**config.mk**
```make
export PLATFORM = sky130hd
export DESIGN_NAME = ado_detector_flat
export DESIGN_NICKNAME = d
export VERILOG_FILES = /design/src/rtl/ado_detector_if.sv /design/src/rtl/ado_detector.sv /design/src/flat_wrapper.sv
export SDC_FILE = /design/constraint.sdc
export NUM_CORES = 1
export LEC_CHECK = 0
export CELL_PAD_IN_SITES_DETAIL_PLACEMENT = 0
export CELL_PAD_IN_SITES_GLOBAL_PLACEMENT = 1
export CORE_MARGIN = 2
export CORE_UTILIZATION = 35
export DETAILED_ROUTE_END_ITERATION = 16
export DONT_BUFFER_PORTS = 1
export HOLD_SLACK_MARGIN = 0.03
export PLACE_DENSITY_LB_ADDON = 0.08
export RECOVER_POWER = 25
export SLEW_MARGIN = 20
export SYNTH_ARGS = -nofsm -noshare
export SYNTH_HDL_FRONTEND = slang
export SYNTH_SLANG_ARGS = --single-unit
```
**constraint.sdc**
```tcl
create_clock -name clk -period 5.1 [get_ports clk]
set_clock_uncertainty 0.1 [all_clocks]
set_input_delay 0.51 -clock clk [delete_from_list [all_inputs] [get_ports clk]]
set_output_delay 0.51 -clock clk [all_outputs]
set_load 0.01 [all_outputs]
```
**src/rtl/ado_detector_if.sv**
```systemverilog
// ado_detector_if: sample-stream and result bundle for the ADO spike detector.
// master drives in_valid/data_in/retrain and receives the outputs; slave is the detector.
interface ado_detector_if #(
    parameter int DATA_W = 16
);
    logic                     in_valid;
    logic signed [DATA_W-1:0] data_in;
    logic                     retrain;
    logic                     out_valid;
    logic [DATA_W:0]          ado_out;
    logic                     spike_detected;
    logic [DATA_W:0]          threshold_out;
    logic                     training;

    modport master (
        output in_valid, data_in, retrain,
        input  out_valid, ado_out, spike_detected, threshold_out, training
    );

    modport slave (
        input  in_valid, data_in, retrain,
        output out_valid, ado_out, spike_detected, threshold_out, training
    );
endinterface

```
**src/rtl/ado_detector.sv**
```systemverilog
// ado_detector: |x[n]-x[n-DELAY]| spike detector with trained threshold and refractory hold-off.
// Ports: clk, rst (async, active high), bus (ado_detector_if.slave: in_valid, data_in, retrain,
// out_valid, ado_out, spike_detected, threshold_out, training). Optional macro ADO_SPIKE_CNT_EN
// adds output spike_count[15:0], a saturating count of reported spikes.
module ado_detector #(
    parameter int DATA_W     = 16,
    parameter int DELAY      = 3,
    parameter int TRAIN_LOG2 = 8,
    parameter int THR_SHIFT  = 2,
    parameter int REFRACT    = 16,
    parameter int THR_INIT   = 500
) (
    input  logic                clk,
    input  logic                rst,
    ado_detector_if.slave       bus
`ifdef ADO_SPIKE_CNT_EN
    ,
    output logic [15:0]         spike_count
`endif
);
    localparam int AW    = DATA_W + 1;
    localparam int ACC_W = AW + TRAIN_LOG2;
    localparam int TC_W  = (TRAIN_LOG2 > 0) ? TRAIN_LOG2 : 1;
    localparam int FC_W  = (DELAY > 1) ? $clog2(DELAY + 1) : 1;
    localparam int RC_W  = (REFRACT > 1) ? $clog2(REFRACT + 1) : 1;
    localparam int TW    = AW + THR_SHIFT;

    typedef enum logic [1:0] {
        S_FILL,
        S_TRAIN,
        S_RUN,
        S_REFR
    } state_t;

    state_t                   state_q;
    logic signed [DATA_W-1:0] dly_q [DELAY];
    logic [FC_W-1:0]          fcnt_q;
    logic [TC_W-1:0]          tcnt_q;
    logic [RC_W-1:0]          rcnt_q;
    logic [ACC_W-1:0]         acc_q;
    logic                     out_valid_q;
    logic [AW-1:0]            ado_q;
    logic                     spike_q;
    logic [AW-1:0]            thr_q;
    logic                     training_q;

    logic signed [AW-1:0]     diff;
    logic [AW-1:0]            ado;
    logic [ACC_W-1:0]         acc_sum;
    logic [AW-1:0]            mean;
    logic [TW-1:0]            thr_wide;
    logic [AW-1:0]            thr_new;
    logic                     train_done;
    logic                     retrain_ok;

    // Sign-extend one bit so the difference and its magnitude never wrap.
    assign diff = {bus.data_in[DATA_W-1], bus.data_in}
                - {dly_q[DELAY-1][DATA_W-1], dly_q[DELAY-1]};
    assign ado  = diff[AW-1] ? AW'(-diff) : AW'(diff);

    assign acc_sum    = acc_q + ACC_W'(ado);
    assign mean       = AW'(acc_sum >> TRAIN_LOG2);
    assign thr_wide   = TW'(mean) << THR_SHIFT;
    // Anything shifted past the output width saturates to all-ones.
    assign thr_new    = ((thr_wide >> AW) != '0) ? '1 : thr_wide[AW-1:0];
    assign train_done = (tcnt_q == TC_W'((1 << TRAIN_LOG2) - 1));
    assign retrain_ok = bus.retrain && (state_q != S_FILL);

    always_ff @(posedge clk or posedge rst) begin
        if (rst) begin
            state_q     <= S_FILL;
            for (int i = 0; i < DELAY; i++) dly_q[i] <= '0;
            fcnt_q      <= '0;
            tcnt_q      <= '0;
            rcnt_q      <= '0;
            acc_q       <= '0;
            out_valid_q <= 1'b0;
            ado_q       <= '0;
            spike_q     <= 1'b0;
            thr_q       <= AW'(THR_INIT);
            training_q  <= 1'b1;
        end else begin
            out_valid_q <= 1'b0;
            if (bus.in_valid) begin
                dly_q[0] <= bus.data_in;
                for (int i = 1; i < DELAY; i++) dly_q[i] <= dly_q[i-1];
            end
            if (bus.in_valid && state_q != S_FILL) begin
                out_valid_q <= 1'b1;
                ado_q       <= ado;
                spike_q     <= 1'b0;
            end
            if (retrain_ok) begin
                // Delay line and threshold survive a retrain.
                state_q    <= S_TRAIN;
                acc_q      <= '0;
                tcnt_q     <= '0;
                rcnt_q     <= '0;
                training_q <= 1'b1;
            end else if (bus.in_valid) begin
                unique case (state_q)
                    S_FILL: begin
                        if (fcnt_q == FC_W'(DELAY - 1)) state_q <= S_TRAIN;
                        else fcnt_q <= fcnt_q + 1'b1;
                    end
                    S_TRAIN: begin
                        acc_q  <= acc_sum;
                        tcnt_q <= tcnt_q + 1'b1;
                        if (train_done) begin
                            thr_q      <= thr_new;
                            acc_q      <= '0;
                            state_q    <= S_RUN;
                            training_q <= 1'b0;
                        end
                    end
                    S_RUN: begin
                        if (ado > thr_q) begin
                            spike_q <= 1'b1;
                            if (REFRACT > 0) begin
                                state_q <= S_REFR;
                                rcnt_q  <= RC_W'(REFRACT);
                            end
                        end
                    end
                    S_REFR: begin
                        // The sample that takes the counter to zero is still suppressed.
                        rcnt_q <= rcnt_q - 1'b1;
                        if (rcnt_q == RC_W'(1)) state_q <= S_RUN;
                    end
                endcase
            end
        end
    end

`ifdef ADO_SPIKE_CNT_EN
    logic [15:0] cnt_q;

    always_ff @(posedge clk or posedge rst) begin
        if (rst) begin
            cnt_q <= '0;
        end else if (retrain_ok) begin
            cnt_q <= '0;
        end else if (out_valid_q && spike_q && cnt_q != 16'hFFFF) begin
            cnt_q <= cnt_q + 16'd1;
        end
    end

    assign spike_count = cnt_q;
`endif

    assign bus.out_valid      = out_valid_q;
    assign bus.ado_out        = ado_q;
    assign bus.spike_detected = spike_q;
    assign bus.threshold_out  = thr_q;
    assign bus.training       = training_q;
endmodule

```
**src/flat_wrapper.sv**
```systemverilog
// flat-port wrapper written by rule: the top's interface ports become plain ports
module ado_detector_flat 
#(
    parameter int DATA_W     = 16,
    parameter int DELAY      = 3,
    parameter int TRAIN_LOG2 = 8,
    parameter int THR_SHIFT  = 2,
    parameter int REFRACT    = 16,
    parameter int THR_INIT   = 500
)
  (clk, rst, bus_in_valid, bus_data_in, bus_retrain, bus_out_valid, bus_ado_out, bus_spike_detected, bus_threshold_out, bus_training);
  ado_detector_if #(.DATA_W(DATA_W)) bus_i ();
  input  logic clk;
  input  logic rst;
  input wire logic [$bits(bus_i.in_valid)-1:0] bus_in_valid;
  input wire logic [$bits(bus_i.data_in)-1:0] bus_data_in;
  input wire logic [$bits(bus_i.retrain)-1:0] bus_retrain;
  output wire logic [$bits(bus_i.out_valid)-1:0] bus_out_valid;
  output wire logic [$bits(bus_i.ado_out)-1:0] bus_ado_out;
  output wire logic [$bits(bus_i.spike_detected)-1:0] bus_spike_detected;
  output wire logic [$bits(bus_i.threshold_out)-1:0] bus_threshold_out;
  output wire logic [$bits(bus_i.training)-1:0] bus_training;
  assign bus_i.in_valid = bus_in_valid;
  assign bus_i.data_in = bus_data_in;
  assign bus_i.retrain = bus_retrain;
  assign bus_out_valid = bus_i.out_valid;
  assign bus_ado_out = bus_i.ado_out;
  assign bus_spike_detected = bus_i.spike_detected;
  assign bus_threshold_out = bus_i.threshold_out;
  assign bus_training = bus_i.training;
  ado_detector #(.DATA_W(DATA_W), .DELAY(DELAY), .TRAIN_LOG2(TRAIN_LOG2), .THR_SHIFT(THR_SHIFT), .REFRACT(REFRACT), .THR_INIT(THR_INIT)) u_core (.clk(clk), .rst(rst), .bus(bus_i));
endmodule
```
Word level (Yosys, flattened, before mapping)
Index checks and enable logic that the tools add are counted.

storage, ports and cells
  register bits after elaboration = 127
  bits of input ports = 20
  output and inout bits = 37
  word-level logic and storage cells = 77

operators by class
  add/sub/neg operators = 6
  $lt $le $gt $ge = 1
  equal/unequal tests = 10
  muxes and demuxes = 30
  bitwise operators = 2
  reductions and logical operators = 15

operators with widths
  kind                   number
  $mux W25               4
  $mux W17               2
  $add A25 B17 Y25       1
  $mux W8                3
  $reduce_bool A19 Y1    1
  $gt A17 B17 Y1         1
  $neg A17 Y17           1
  $sub A16 B16 Y17       1
  $mux W5                3
  $mux W2                6
  $ne A3 B1 Y1 const B   4
  $mux W1                10
  $pmux W5 S2            1
  $add A8 B1 Y8 const B  1
  $eq A8 B8 Y1 const B   1
  $pmux W2 S4            1
  $reduce_and A4 Y1      2
  $reduce_bool A2 Y1     4
  $eq A2 B2 Y1 const B   3
  $reduce_and A3 Y1      2
  $eq A5 B1 Y1 const B   1
  $reduce_and A5 Y1      1
  $sub A5 B1 Y5 const B  1
  $reduce_bool A3 Y1     1
  other kinds (6)        8

Logic depth before layout (Yosys ltp)
  depth in word-level cells = 8
  mapped depth = 24
  gate-level depth less buffers = 22

Worst setup path before layout
Ideal clock, no wire load.

  path type = in2reg
  from = input port bus_data_in[0]
  to = register u_core.thr_q[11] (netlist: u_core.bus.threshold_out[11])
  setup time = 0.123 ns
  arrival = 4.791 ns
  data required time = 4.877 ns
  path slack = 0.086 ns
  stages = 23
  path buffers = 2
  cell sequence = inv_1 > ha_1 > fa_1 > nand2b_1 > a21oi_2 > o31ai_1 > a31oi_1 > o21ai_1 > o22ai_1 > buf_2 > nor2_1 > xor2_1 > ha_1 > a21o_1 > a21o_1 > a2111oi_4 > nand3_2 > a41o_4 > xor2_1 > o22ai_2 > and2_4 > buf_8 > a21oi_1

between the ends
  longest elaborated chain between the ends = 6

ends and longest elaborated chain
  item                    RTL line             source
  start: declaration      flat_wrapper.sv:16   input wire logic [$bits(bus_i.data_in)-1:0] bus_data_in;
  $sub A16 B16 Y17 *      ado_detector.sv:58   - {dly_q[DELAY-1][DATA_W-1], dly_q[DELAY-1]};
  $neg A17 Y17            ado_detector.sv:59   assign ado = diff[AW-1] ? AW'(-diff) : AW'(diff);
  $mux W17 *              ado_detector.sv:59
  via u_core.ado[8]       ado_detector.sv:48   logic [AW-1:0] ado;
  $add A25 B17 Y25 *      ado_detector.sv:61   assign acc_sum = acc_q + ACC_W'(ado);
  $reduce_bool A19 Y1     ado_detector.sv:65   assign thr_new = ((thr_wide >> AW) != '0) ? '1 : thr_wide[AW-1:0];
  $mux W17 *              ado_detector.sv:65
  end signal: assignment  ado_detector.sv:80   thr_q <= AW'(THR_INIT);
  end signal: assignment  ado_detector.sv:110  thr_q <= thr_new;
  end: declaration        ado_detector.sv:44   logic [AW-1:0] thr_q;

The timed path passes the listed nets; every way through them passes the cells marked *.
A chain may end at the register's enable or synchronous reset.

Worst setup path in the final report
  from = register u_core.dly_q[0] (netlist bit)
  to = register u_core.thr_q[11] (netlist: u_core.bus.threshold_out[11])

between the ends
  longest elaborated chain between the ends = 6

ends and longest elaborated chain
  item                 RTL line            source
  start: declaration   ado_detector.sv:36  logic signed [DATA_W-1:0] dly_q [DELAY];
  $sub A16 B16 Y17 *   ado_detector.sv:58
  $neg A17 Y17         ado_detector.sv:59
  $mux W17 *           ado_detector.sv:59
  via u_core.ado[8]    ado_detector.sv:48
  $add A25 B17 Y25 *   ado_detector.sv:61
  $reduce_bool A19 Y1  ado_detector.sv:65
  $mux W17 *           ado_detector.sv:65

Marked as above.

==> impl_metrics.yaml <==
clock_tree:
  clock_sinks: 126
  clk-insertion-delay-late_ps: 420
  htree_levels: 4
  clockBufferDepth: 2
  cts_tree: "yes"
  path_clk_slew_ps: 60
  cts_buffers: 17
  clockRootBuffer: "clkbuf_16"
sta:
  fin_hold_ws_ps: 103
  fin_crit_ps: 4830
  finalSetupViolations: 0
  tightest_slew_ps: 1150
  fin_crit_sh_pct: 94.6
  slew_violations: 0
  maxSlewHeadroom_pct: 23.1
  fmax_ghz: 0.207
  fin_ws_ps: 274
  report.final.hold_viol_count: 0
critical_path:
  cp.arrival_ps: 5020
  cp_max_fo: 7
  end_kind: "register"
  cp_slowest_cell: "fa_1"
  worst_setup_path_start_kind: "register"
  max_stage_delay_ps: 390
  crit_chain: "ha_1 -> fa_1 -> nand2b_4 -> a21oi_4 -> o31ai_2 -> a31oi_2 -> o21ai_1 -> o22ai_1 -> buf_4 -> nor2_1 -> xor2_1 -> ha_1 -> a21o_1 -> a21o_1 -> a2111oi_4 -> nand3_2 -> a41o_4 -> xor2_1 -> o22ai_2 -> and2_4 -> a21oi_1"
  critPathBufInv: 1
  crit_type: "register to register"
  critPathTopFamily: "compound AO/OA/AOI/OAI gates"
  critPathRequiredTime_ps: 5300
  cp_num_cells: 21
  r2r_cells: 21
placement:
  place_area_um2: 8170
  place.port_buffers: 0
  dpl_worst_slack_ps: -223
  dp_hpwl_um: 14400
  gp_congestion: 0.842
synth:
  synth_xor_area_share_pct: 6.20
  synth_area_um2: 7630
  yosys_warnings: 0
  synth_top_family_by_area: "compound AO/OA/AOI/OAI gates"
  synth_cells: 771
  synth_ff_type: "dfrtp_1"
  synth-edff-count: 0
  syn_nets: 848
  synthAdderAreaFrac_pct: 9.55
  synth_compound_area_share_pct: 18.0
  yosys.cell_types.count: 67
  ys_async_sr_fraction_pct: 100
  muxShareOfSynthArea_pct: 8.04
  synth_seq_area_share_pct: 41.4
  ys_ff_latch: 126
  synth_simple_gate_area_share_pct: 12.4
  syn_avg_cell_area_um2: 9.89
floorplan:
  ioPinCount: 57
  start_util_pct: 35.3
  rows: 54
  core_um2: 21600
  die_area_um2: 23000
  die_w_um: 152
  die_h_um: 152
power_and_ir_drop:
  total_power_mw: 4.55
  power_density_nw_per_um2: 515
  ir_drop_mv: 0.270
  power_leakage_nw: 3.96
flow_run:
  maxCapViolations: 0
outcome:
  status: "finished, final reports clean"
global_route:
  grt_use_total_pct: 17.8
  grt_first_pass_wirelength_um: 31100
  grt_antenna_before_repair: 0
  grt_max_degree: 73
  grt-ovfl-total: 0
  grt_pass1_vias: 5756
finish:
  final_cell_mix: "dfrtp_1 (119), nand2_1 (57), o21ai_0 (56), inv_1 (56), ha_1 (54)"
  final_layout_size_suffix_gt1_share_pct: 20.9
  postLayoutCellArea_um2: 8850
  fillers: 2145
  layout_commonest_cell: "dfrtp_1"
  area_growth_pct: 16.0
  antennaDiodeCount: 0
  final_nets: 888
  post-route-util_pct: 40.9
drt:
  vias_per_cell: 5.20
  drc_errors: 0
  first_pass_iters: 5
  drt_iter0_markers: 292
  drt-wirelength-per-cell_um: 17.5
  vias: 5743
  wirelength_um: 19300
  antenna_left: 0
min_path:
  hp-class: "input port to register"
  holdPathStages: 1
[routing by layer]
metal | vias up | wire [µm] | global-route usage [%]
li1 | 2828 | - | -
met1 | 2787 | 9120 | 23.9
met2 | 102 | 9000 | 28.1
met3 | 26 | 764 | 4.46
met4 | 0 | 408 | 5.88
met5 | - | 0 | 0
[layout make-up]
cell class / count / area [µm²] / area share, %
clock inverters: 13 / 93.8 / 1.06
inverters: 58 / 219 / 2.47
well taps: 280 / 350 / 3.96
flip-flops and latches: 126 / 3160 / 35.7
clock buffers: 19 / 443 / 5.00
multi-input cells: 561 / 4220 / 47.7
repair buffers: 47 / 358 / 4.04
[cell usage after synthesis (all sizes together) (9+ instances only)]
library cell,count,share of area [%]
nor3,11,0.85
a21o,23,2.3
nand4,10,0.82
mux2,50,7.4
o21ai,63,4.1
a21oi,48,3.5
a22o,9,1.0
nor2,46,2.3
o22a,9,1.0
clkbuf,19,0.93
xor2,27,3.1
dfrtp,119,39
ha,55,9.0
nand2,58,2.9
inv,57,2.8
nand3,21,1.4
xnor2,27,3.1
a31oi,11,1.1
[power by group]
| part | internal [mW] | switching (mW) | total (mW) |
|---|---|---|---|
| Combinational | 0.978 | 1.15 | 2.13 |
| Sequential | 1.17 | 0.138 | 1.31 |
| Clock | 0.634 | 0.482 | 1.12 |
[timing repair]
action	CTS	global route
hold buffers	2	0
setup endpoints to repair	2	28
resized for setup	3	14
buffers inserted	0	3
hold endpoints to repair	27	0
pin swaps	0	7
cloned	0	0
[through the flow]
step                      TNS (ps)  std cells
after floorplan                  0        771
final                            0       1104
after detailed placement     -1070       1067
after global routing          -133       1104
after global placement       -6.35       1067
after CTS                        0       1101
[worst paths after layout]
kind                                       start                      endpoint  slack (ps)
min in group asynchronous                    rst              u_core.dly_q[16]         670
max in group asynchronous                    rst   u_core.bus.threshold_out[1]        2960
worst min-delay path                bus_in_valid     u_core.bus.spike_detected         100
worst min register to register  u_core.dly_q[22]               u_core.dly_q[6]         380
worst max register to register   u_core.dly_q[0]  u_core.bus.threshold_out[11]         270
worst max-delay path             u_core.dly_q[0]  u_core.bus.threshold_out[11]         270
[registers in the layout, indices dropped and copies added, names as in the netlist]
name / count
u_core.acc_q: 25
u_core.bus.ado_out: 17
u_core.bus.out_valid: 1
u_core.bus.spike_detected: 1
u_core.bus.threshold_out: 16
u_core.bus.training: 1
u_core.dly_q: 48
u_core.fcnt_q: 2
u_core.rcnt_q: 5
u_core.state_q: 2
u_core.tcnt_q: 8
[cell families (layout without fill, tap and decap cells)]
logic type | count (synthesis) | in the layout
and+or+nand+nor | 191 | 191
AOI/OAI and AO/OA | 204 | 204
DFF | 126 | 126
xor gates and xnor gates | 54 | 54
adders and majority gates | 57 | 57
muxes | 55 | 55
buffers and inverters | 84 | 137
(Power assumes the default switching activity.)
==> RTL change 1: new RTL, same settings <==
`REFRACT` is set to 16 in 2 places; all go to 32.
--- a/src/rtl/ado_detector.sv
+++ b/src/rtl/ado_detector.sv
@@ -8,5 +8,5 @@
     parameter int TRAIN_LOG2 = 8,
     parameter int THR_SHIFT  = 2,
-    parameter int REFRACT    = 16,
+    parameter int REFRACT    = 32,
     parameter int THR_INIT   = 500
 ) (
--- a/src/flat_wrapper.sv
+++ b/src/flat_wrapper.sv
@@ -6,5 +6,5 @@
     parameter int TRAIN_LOG2 = 8,
     parameter int THR_SHIFT  = 2,
-    parameter int REFRACT    = 16,
+    parameter int REFRACT    = 32,
     parameter int THR_INIT   = 500
 )
Formal check against the unedited RTL: no difference found for any inputs over 4 cycles, from zero or initial values and one cycle with rst high; that may be too few to reach the edited logic, so the function may still have changed.
==> RTL change 1 against the original RTL <==
Core utilization rose by 2.2 points. Worst setup slack improved by 0.013 ns. Sequential power up 4%. Routed wire length grew 14%. Power grew 15%. Sequential cell count increased by 1. Maximum frequency is 0.26% higher. Via count rose by 16%. Synthesized area is 6.4% higher. First-iteration DRC count rose by 8.6%. Cell area rose by 11%. Cell count grew 13%. The flow now finishes with violations (max-capacitance violations, max-slew violations).
==> RTL change 1: results (changes against the original RTL) <==
* Nets at 1,027 (+16%)
* Met1 Track Usage GR at 0.256 (+0.0167)
* Post-Synth XOR/XNOR Area at 0.0453 (-0.0167)
* Comb_multi_in at 644 (+15%)
* RePlAce Congestion at 0.827 (-1.9%)
* Non-CTS inverters at 62 (+6.9%)
* CP arrival at 5.01 ns (about the same)
* First-pass GRT wire length at 36.2 mm (+16%)
* Detailed-route via count at 6,679 (+16%)
* Worst VDD drop at 236 uV (-13%)
* Post-synthesis adder-cell area fraction at 0.0897 (-0.00574)
* Synth area leaders: dfrtp_1, ha_1, mux2_2
* Min-Delay Startpoint: bus_retrain
* Pin count of the biggest net entering global routing at 81 (+11%)
* Post-synth top cells: dfrtp_1, o21ai_0, nand2_1
* Max-slew violations at 81 (+81)
* Vias per cell at 5.36 (+3.0%)
* CP peak stage delay at 0.50 ns (+0.11 ns)
* Clock-cell share at 0.0613 (+0.000600)
* Max cap viols at 1 (+1)
* Clk sinks at 127 (+0.79%)
* Multiplexer share of the synthesized area at 0.0782 (-0.00221)
* Worst Path Max Fanout at 5 (-2)
* Multi-input combinational area share at 0.477 (-0.000582)
* Vias in the first global route at 6,736 (+17%)
* Layout cell share with drive strength beyond 1 at 0.222 (+0.0137)
* CP max stage cell: or4_1
* Seq area share at 0.326 (-0.0316)
* Synth Net Count at 939 (+11%)
* Data buffer area share at 0.0761 (+0.0357)
* Failing checks: max-capacitance violations, max-slew violations
* Met1 wire length at 10.6 mm (+16%)
* Wire length on met3 at 698 um (-8.6%)
* Least-Margin Pin Slew at 3.13 ns (+1.98 ns)
* R2R Path End: u_core.bus.threshold_out[14]
* Fill count at 2,214 (+3.2%)
* M3 GR Usage at 0.0354 (-0.00916)
* Non-clk bufs at 98 (+110%)
* Post-DP HPWL at 16.5 mm (+15%)
* Register Area at 3190 um^2 (+0.79%)
* Total track usage at 0.188 (+0.00986)
* Status: finished, violations left
* Met2 Use GR at 0.307 (+0.0259)
* Post-Syn Instances at 862 (+12%)
* Clock buf count at 20 (+1)
* DP Worst Slack at -0.199 ns (+0.0245 ns)
* Seq/Total Area, Yosys at 0.393 (-0.0218)
* Count of cell types in the netlist at 77 (+15%)
==> RTL change 1: changes by cell type in the layout (fill, tap and decap cells not counted), moves of 9 or more <==
cell	change
o21ai_0	+21
buf_4	+50
xor2_1	-10
o22a_1	-9
nand2_1	+18
nor2_1	+13
==> RTL change 1: through the flow <==
step | setup TNS, ns | utilization | hold slack, ns | power (mW)
after floorplan | 0 | - | 0.349 | 2.88
after global placement | -2.11 | 0.398 | 0.361 | 3.85
after detailed placement | -3.41 | 0.398 | 0.366 | 3.89
after CTS | -0.00197 | 0.426 | 0.0311 | 5.17
after global routing | -0.0569 | 0.431 | 0.0782 | 5.62
final | 0 | 0.431 | 0.0885 | 5.22
==> RTL change 1: timing repair <==
item                       in CTS  in global routing
cloned                          0                  1
setup endpoints to repair       2                 37
hold endpoints to repair       27                  1
hold buffers                    1                  1
pin swaps                       0                  5
setup buffers                   0                  2
resized for setup               1                 20
==> RTL change 1: power breakdown <==
part / total (mW) / internal, mW / switching, mW
Sequential: 1.36 / 1.20 / 0.165
Combinational: 2.60 / 1.25 / 1.35
Clock: 1.26 / 0.761 / 0.496
==> RTL change 1: worst max-delay path by stage <==
stage                          startpoint                      endpoint  slack [ns]  cells after the start
after floorplan            bus_data_in[0]  u_core.bus.threshold_out[11]        0.01                     19
after global placement     bus_data_in[0]  u_core.bus.threshold_out[16]       -0.20                     21
after detailed placement   bus_data_in[0]   u_core.bus.threshold_out[3]       -0.20                     21
after CTS                 u_core.dly_q[0]   u_core.bus.threshold_out[3]      -0.002                     20
after global routing      u_core.dly_q[0]   u_core.bus.threshold_out[3]       -0.02                     21
final                     u_core.dly_q[0]  u_core.bus.threshold_out[14]        0.29                     21
==> RTL change 2: new RTL, config.mk and constraints unchanged <==
Without the edit above. The 4 states of `state_t` get a Gray code encoding in 2 bits.
--- a/src/rtl/ado_detector.sv
+++ b/src/rtl/ado_detector.sv
@@ -27,8 +27,8 @@
 
     typedef enum logic [1:0] {
-        S_FILL,
-        S_TRAIN,
-        S_RUN,
-        S_REFR
+        S_FILL  = 2'b00,
+        S_TRAIN = 2'b01,
+        S_RUN   = 2'b11,
+        S_REFR  = 2'b10
     } state_t;
 
Function: same outputs for any inputs over 4 cycles, from zero or initial values and one cycle with rst high; so few cycles prove little.
==> RTL change 2 against the original RTL <==
The run now ends with max-capacitance violations, max-slew violations left. Worst setup slack worse by 0.050 ns. Power is 9.7% higher. Count of clock-buffer cells in the layout up 4. Die area is 1.6% lower. Cell area rose by 6.5%. Sequential cell count is the same. Synthesized area shrank 1.6%. Routed wire length fell by 1.2%. Critical path type unchanged. Largest cell class unchanged. Largest power group unchanged. Highest routed layer unchanged.
==> RTL change 2: results (changes against the original RTL) <==
* Failing checks: max-capacitance violations, max-slew violations
* Max-slew violations at 82 (+82)
* Wire length on met3 at 702 um (-8.1%)
* Post-CTS Setup Repair Bufs at 1 (+1)
* Reg with most FFs: u_core.dly_q
* Synth Net Count at 838 (-1.2%)
* Total track usage at 0.171 (-0.00653)
* Seq/Total Area, Yosys at 0.421 (+0.00691)
* Synth area leaders: dfrtp_1, ha_1, mux2_2
* WL/cell at 16.7 um (-4.7%)
* Layout cell share with drive strength beyond 1 at 0.285 (+0.0766)
* Compound-cell area share of the yosys netlist at 0.179 (-0.00101)
* Least-Margin Pin Slew at 3.79 ns (+2.64 ns)
* RePlAce Congestion at 0.793 (-5.9%)
* Post-Synth XOR/XNOR Area at 0.0514 (-0.0106)
* Min-Delay Startpoint: bus_retrain
* M3 GR Usage at 0.0442 (-0.000368)
* Worst Path Max Fanout at 8 (+1)
* Met1 Track Usage GR at 0.222 (-0.0176)
* DRT iter0 DRCs at 222 (-24%)
* Max cap viols at 1 (+1)
* First-pass GRT wire length at 30.3 mm (-2.5%)
* WHS at 0.0633 ns (-0.0398 ns)
* Initial antenna violation count at 0 (unchanged)
* R2r worst-path depth at 18 (-14%)
* Post-CTS Resized at 15 (+12)
* Pin count of the biggest net entering global routing at 82 (+12%)
* R2R Path End: u_core.bus.threshold_out[9]
* CP arrival at 5.08 ns (+0.06 ns)
* Nets at 933 (+5.1%)
* Pre-antenna DRT Iters at 4 (-1)
* Flop-to-flop setup slack at 0.22 ns (-0.05 ns)
* Post-Syn Instances at 761 (-1.3%)
* Hold EP: u_core.state_q[1]
* Met1 wire length at 8.76 mm (-3.9%)
* Placed cell area at 8490 um^2 (+3.9%)
* Met2 routed WL at 9.37 mm (+4.1%)
* Post-DP HPWL at 13.9 mm (-3.7%)
* DP Cell Count at 1,107 (+3.7%)
* Vias in the first global route at 5,880 (+2.2%)
* Post-synth top cells: dfrtp_1, nand2_1, o21ai_0
* Status: finished, violations left
* Fill count at 2,028 (-5.5%)
* Met2 Use GR at 0.286 (+0.00469)
* Count of cell types in the netlist at 64 (-4.5%)
* Fraction of registers with async set/reset at 1.00 (unchanged)
* Multiplexer share of the synthesized area at 0.0787 (-0.00166)
* Wirelength, routed at 19.1 mm (-1.2%)
* Leak Pwr at 4.22 nW (+6.6%)
* Vias per cell at 5.16 (-0.84%)
* Post-synthesis adder-cell area fraction at 0.0970 (+0.00159)
* DP Worst Slack at -0.543 ns (-0.319 ns)
-- RTL change 2: area by class of cell --
type,count,area (um^2),area share
multi-input combinational,562,4400,0.467
sequential,126,3160,0.336
timing repair buffer,97,758,0.0805
clock buffer,23,478,0.0507
tap,275,344,0.0365
inverter,52,196,0.0208
clock inverter,9,85.1,0.00903
-- RTL change 2: cell families (layout without fill, tap and decap cells) --
logic type      Yosys count  after routing
xor+xnor                 44             44
simple gates            204            204
buf+inv                  74            181
fa+ha+maj                57             57
flops                   126            126
compound gates          204            205
mux                      52             52
-- RTL change 2: worst max-delay path, cell delays in order, from the launching register on --
cell	delay, ns
dfrtp_1	0.38
ha_2	0.19
fa_2	0.60
ha_1	0.21
nand2_1	0.12
or4_4	0.55
nor4b_4	0.31
a21oi_2	0.12
xnor2_2	0.16
ha_1	0.35
a21oi_2	0.17
nand2_1	0.08
a21o_1	0.19
a221o_1	0.32
and3_4	0.21
nor3b_4	0.23
o21ai_4	0.11
clkbuf_16	0.17
o22a_1	0.17
-- RTL change 2: where the power goes --
part           switching [mW]  internal [mW]
Combinational            1.24           1.26
Clock                   0.464          0.708
Sequential              0.146           1.18
Total                    1.85           3.15
-- RTL change 2: worst max-delay path by stage --
stage / from / endpoint / slack, ns / depth (start not counted)
after global placement: bus_data_in[0] / u_core.bus.threshold_out[3] / -0.45 / 21
final: u_core.dly_q[0] / u_core.bus.threshold_out[9] / 0.22 / 18
after CTS: u_core.dly_q[8] / u_core.bus.threshold_out[11] / 0.005 / 20
after detailed placement: bus_data_in[0] / u_core.bus.threshold_out[11] / -0.54 / 21
after global routing: u_core.dly_q[0] / u_core.bus.threshold_out[9] / -0.03 / 20
after floorplan: bus_data_in[0] / u_core.bus.threshold_out[11] / 0.05 / 21
